<file path="src/rtl/updn_counter_chain.sv">
// Cascaded up/down counter: STAGES x STAGE_W-bit digits, wrap/saturate, sticky flags.
// Optional decimal digits when UPDN_CHAIN_BCD_EN is defined.
module updn_counter_chain #(
    parameter int STAGE_W = 4,
    parameter int STAGES  = 2
) (
    input  logic                        clk,
    input  logic                        reset,
    input  logic                        clr,
    input  logic                        load,
    input  logic [STAGES*STAGE_W-1:0]   din,
    input  logic                        eup,
    input  logic                        edn,
    input  logic                        sat,
    output logic [STAGES*STAGE_W-1:0]   qout,
    output logic                        cout,
    output logic                        bout,
    output logic                        ovf,
    output logic                        unf
);

    localparam int W = STAGES * STAGE_W;
`ifdef UPDN_CHAIN_BCD_EN
    localparam logic [STAGE_W-1:0] L_MAX = STAGE_W'(9);
`else
    localparam logic [STAGE_W-1:0] L_MAX = '1;
`endif
    localparam logic [STAGE_W-1:0] L_ONE = STAGE_W'(1);

    logic [W-1:0]  r_q;
    logic          r_ovf;
    logic          r_unf;

    logic          w_up;
    logic          w_dn;
    logic [STAGES:0] w_pmax;
    logic [STAGES:0] w_pmin;
    logic [W-1:0]  w_next;
    logic [W-1:0]  w_ld;

    // Conflicting or absent enables mean hold.
    assign w_up = eup & ~edn;
    assign w_dn = edn & ~eup;

    // Ripple enables, per-digit next values and load-value conditioning.
    always_comb begin
        logic [STAGE_W-1:0] v_dig;
`ifdef UPDN_CHAIN_BCD_EN
        logic [STAGE_W-1:0] v_din;
        v_din = '0;
`endif
        v_dig     = '0;
        w_pmax    = '0;
        w_pmin    = '0;
        w_next    = r_q;
        w_ld      = din;
        w_pmax[0] = 1'b1;
        w_pmin[0] = 1'b1;
        for (int k = 0; k < STAGES; k++) begin
            v_dig = r_q[k*STAGE_W +: STAGE_W];
            w_pmax[k+1] = w_pmax[k] & (v_dig == L_MAX);
            w_pmin[k+1] = w_pmin[k] & (v_dig == '0);
            if (w_up && w_pmax[k]) begin
                w_next[k*STAGE_W +: STAGE_W] =
                    (v_dig == L_MAX) ? '0 : v_dig + L_ONE;
            end else if (w_dn && w_pmin[k]) begin
                w_next[k*STAGE_W +: STAGE_W] =
                    (v_dig == '0) ? L_MAX : v_dig - L_ONE;
            end
`ifdef UPDN_CHAIN_BCD_EN
            v_din = din[k*STAGE_W +: STAGE_W];
            if (v_din > L_MAX) begin
                w_ld[k*STAGE_W +: STAGE_W] = L_MAX;
            end
`endif
        end
    end

    assign cout = w_up & w_pmax[STAGES];
    assign bout = w_dn & w_pmin[STAGES];

    // Count register and sticky flags: clr > load > count > hold.
    always_ff @(posedge clk or posedge reset) begin
        if (reset) begin
            r_q   <= '0;
            r_ovf <= 1'b0;
            r_unf <= 1'b0;
        end else if (clr) begin
            r_q   <= '0;
            r_ovf <= 1'b0;
            r_unf <= 1'b0;
        end else if (load) begin
            r_q <= w_ld;
        end else if (cout) begin
            r_ovf <= 1'b1;
            if (!sat) begin
                r_q <= w_next;
            end
        end else if (bout) begin
            r_unf <= 1'b1;
            if (!sat) begin
                r_q <= w_next;
            end
        end else begin
            r_q <= w_next;
        end
    end

    assign qout = r_q;
    assign ovf  = r_ovf;
    assign unf  = r_unf;

endmodule

</file>
<file path="config.mk">
export PLATFORM = sky130hd
export DESIGN_NAME = updn_counter_chain
export DESIGN_NICKNAME = d
export VERILOG_FILES = /design/src/rtl/updn_counter_chain.sv
export SDC_FILE = /design/constraint.sdc
export NUM_CORES = 1
export LEC_CHECK = 0
export ABC_AREA = 1
export CORE_UTILIZATION = 50
export CTS_CLUSTER_DIAMETER = 200
export DETAILED_ROUTE_END_ITERATION = 10
export PLACE_DENSITY = 0.83
export SYNTH_ARGS = -nofsm -noshare
export SYNTH_HDL_FRONTEND = slang
export SYNTH_SLANG_ARGS = --single-unit
export TNS_END_PERCENT = 1
</file>
<file path="constraint.sdc">
create_clock -name clk -period 3.6 [get_ports clk]
set_clock_uncertainty 0.15 [all_clocks]
set_input_delay 0.54 -clock clk [delete_from_list [all_inputs] [get_ports clk]]
set_output_delay 0.54 -clock clk [all_outputs]
set_load 0.01 [all_outputs]
</file>
Word level (Yosys, flattened, before mapping)
Index checks and enable logic that the tools add are counted.
W data, S select, Z words.
Word-level totals
  output and inout port bits: 12
  input bits: 15
  logic and storage cells: 47
  bits in registers: 10
Operators by class
  bitwise operators: 8
  reduce and logical (&&, ||, !) cells: 8
  mux-type cells: 20
  equal/unequal tests: 4
  $add $sub $neg: 4
Operator list (count)
  $mux W8: 5
  $mux W4: 8
  $add A4 B1 Y4 const B: 2
  $eq A4 B4 Y1 const B: 2
  $logic_not A4 Y1: 2
  $sub A4 B1 Y4 const B: 2
  $mux W1: 7
  $and A1 B1 Y1: 6
  $ne A2 B2 Y1 const B: 2
  $reduce_bool A2 Y1: 2
  $reduce_and A3 Y1: 1
  $logic_and A1 B1 Y1: 2
  $not A1 Y1: 2
  $reduce_and A2 Y1: 1

Longest topological paths before layout
  depth in word-level cells: 10
  mapped depth: 13
  mapped depth without buffers: 12

Worst setup path before layout
OpenSTA, ideal clock, no wires.
  path type: reg2out
  start point: reg r_q[4], in the netlist qout[4]
  end point: out bout
  data arrival time: 1247 ps
  stages on the path, launching flop included: 7
  data required time: 2910 ps
  path buffers: 0
  slack: 1663 ps
  cell sequence: dfrtp_1 inv_1 ha_1 inv_1 nor3_1 nand2_4 inv_1
On the way
  longest elaborated chain between the ends: 3
RTL lines
  from (decl): RTL line 30  | logic [W-1:0] r_q;
  from (signal assigned): RTL line 93  | r_q <= w_ld;
  from (signal assigned): RTL line 97  | r_q <= w_next;
  from (signal assigned): RTL line 102  | r_q <= w_next;
  $logic_not A4 Y1: RTL line 62  | w_pmin[k+1] = w_pmin[k] & (v_dig == '0);
  $and A1 B1 Y1: RTL line 62
  $and A1 B1 Y1: RTL line 80  | assign bout = w_dn & w_pmin[STAGES];
  to (decl): RTL line 17  | output logic bout,
No other way between the ends.

Worst setup path after layout
Ends and elaborated chain as after synthesis.

==> impl_results.md <==
- Hold Violations, Final: 0
- Final setup vio count: 0
- Placed Instances: 195
- Die width: 45.4 um
- Worst Hold Depth: 1
- Slowest stage delay, CP: 0.52 ns
- Share of cells above drive strength 1: 0.0867
- Sum Neg Setup Slack: 0 ns
- Crit. End Element: primary output
- Clock Tree Buf Depth: 2
- F_max: 357 MHz
- Synth top area share: 0.266
- Final Critical Period: 2.80 ns
- Syn avg cell area: 6.45 sq um
- HPWL after detailed placement: 1750 um
- Placer Congestion: 0.949
- Clk slew on worst S/H paths: 0.06 ns
- DRC viols: 0
- Fin crit share: 0.779
- I/O pins: 27
- Hold WC Path Type: reg2reg
- Die area: 2060 sq um
- Area grow syn2layout: 31.7%
- Initial antenna violation count: 0
- CTS tree: done
- Max FO, Critical Path: 8
- Largest net degree at the start of global routing: 15
- Register area share after synthesis: 0.266
- DRT iter0 DRCs: 32
- Top cells by area, synth: dfrtp_1 27%, nand2_1 13%, inv_1 11%
- Num CTS Buffers: 3
- Core ar.: 1750 sq um
- Nets@finish: 194
- Status: finished, final reports clean
- Antenna viol nets, final: 0
- Most numerous cell in the Yosys netlist: nand2_1
- Post-CTS Hold Fix Bufs: 0
- Worst path cell trace: inv_1, ha_1, inv_1, nor3_1, nand2_4, inv_1, clkdlybuf4s50_1
- ANT cells: 0
- Starting Density: 0.540
- Max Cap Viol: 0
- Clock tree sinks: 10
- RR Endpoint: qout[5]
- Most common cell on crit path: inv_1
- Synth cell types: 21
- Syn Inst Count: 146
- Slew Viols, Final: 0
- Worst VDD drop: 0.210 mV
- RSZ-0062 raised after global routing: false
- Routed len/inst: 11.0 um
- Worst Hold Path EP: unf
- Vias: 993
- CTS-repair resized insts: 0
- Worst Tran Pin Value: 0.417 ns
- Synth Flop Type: dfrtp_1
- Drt first pass iters: 4
- Global Route Usage Sum: 0.244
- #FFs+latches synth: 10
- R2r setup slk: 1.57 ns
- PwrDens: 258 nW/um^2
- Worst path required time: 2.91 ns
- Root buf cell: clkbuf_4
- Final Non-Filler Cells: 198
- H-tree levels: 1
- LEAKAGE: 0.000647 uW
- Rel. slew slack: 0.720
- Final worst slack: 0.796 ns
- Layout fillers: 165
- Fraction of registers with async set/reset: 1.00
- Synth cell count leaders: 33 x nand2_1, 27 x inv_1, 17 x nor2_1, 15 x nand3_1, 11 x o21ai_0
- Worst R2R Start: qout[4]
- Rows: 15
- Clock latency on the worst-skew pair: 0.26 ns
- Die height: 45.4 um
- Critical path class: reg2out
- Post-synth EDFFs: 0
- Cell area after synthesis: 942 sq um
- Crit-path slowest cell: clkdlybuf4s50_1
- Number of global-route vias before repair: 898
- Startpoint types: register
- Setup bufs post-CTS: 0
- Min-delay src: unf
- Synth area leader: dfrtp_1
- CP arrival: 2.11 ns
- Hold WS: 0.353 ns
- Overflow after GRT: 0
- WL final: 2170 um
- First-pass GRT wire length: 3680 um
- Ys Warns: 0
- Reg2Reg Depth: 11
- Pre-CTS setup slack: 0.850 ns
- Avg Vias per Cell: 5.02
- IO Port Bufs: 26
- Mapped Nets: 165
-- cell type report --
class                      count  area (sq um)  share of cell area
clock buffer                   3          22.5              0.0181
inverter                      27           101              0.0817
multi-input combinational    107           576               0.464
sequential                    10           250               0.202
tap                           25          31.3              0.0252
timing repair buffer          26           260               0.210
-- per-stage QoR --
stage          total power, uW   util  area [sq um]
2_1_floorplan              198      -           942
3_3_place_gp               242  0.698          1220
3_5_place_dp               245  0.698          1220
4_1_cts                    321  0.711          1240
5_1_grt                    342  0.711          1240
6_report                   320  0.711          1240
-- worst max-delay path, delay by kind of cell, from the launching register on --
family / cells / cell delay, ns
buffers and inverters: 4 / 0.77
flip-flops: 1 / 0.46
AND/OR/NAND/NOR: 2 / 0.45
adder cells (fa/ha/maj): 1 / 0.16
-- metal layers --
layer  GRT usage  routed length (um)  part of all wire  vias to the layer above
met5           0                   0                 0                        -
met4       0.109                  24             0.011                        0
met3      0.0119                  47             0.022                        4
met2       0.377                1030              0.47                       21
met1       0.352                1070              0.49                      451
li1            -                   -                 -                      517
-- how the worst max path moves through the flow --
| stage | start | to | cells after the start |
|---|---|---|---|
| detailed placement | eup | cout | 6 |
| global placement | eup | cout | 6 |
| global route | qout[4] | bout | 7 |
| CTS | qout[4] | bout | 7 |
| floorplan | qout[4] | bout | 6 |
| finish | qout[4] | bout | 7 |
-- cells in the final DEF, fill, tap and decap left out, types with 3 or more instances in the layout --
cell              n
a21oi_1           6
clkbuf_4          3
clkdlybuf4s50_1  26
dfrtp_1          10
ha_1              4
inv_1            27
nand2_1          33
nand2_4           4
nand3_1          15
nor2_1           17
nor3_1            3
o21ai_0          11
o21ai_2           3
-- cell families (layout without fill, tap and decap cells) --
kind of cell | Yosys count | in the layout | synth area share
AOI/OAI and AO/OA | 25 | 25 | 0.159
adders and majority gates | 4 | 4 | 0.0531
and+or+nand+nor | 78 | 78 | 0.398
buffers and inverters | 29 | 56 | 0.124
DFF | 10 | 10 | 0.266
-- sequential cells by signal, summed over array words and instances, names as in the netlist --
signal / count
qout: 8
ovf: 1
unf: 1
-- report_power, final --
group / total (uW) / internal, uW / switching, uW / leakage (uW)
clock network: 77.2 / 38.7 / 38.6 / 0.0000138
registers: 134 / 120 / 14.0 / 0.000131
logic: 109 / 51.8 / 57.6 / 0.000502
(Power assumes the default switching activity.)
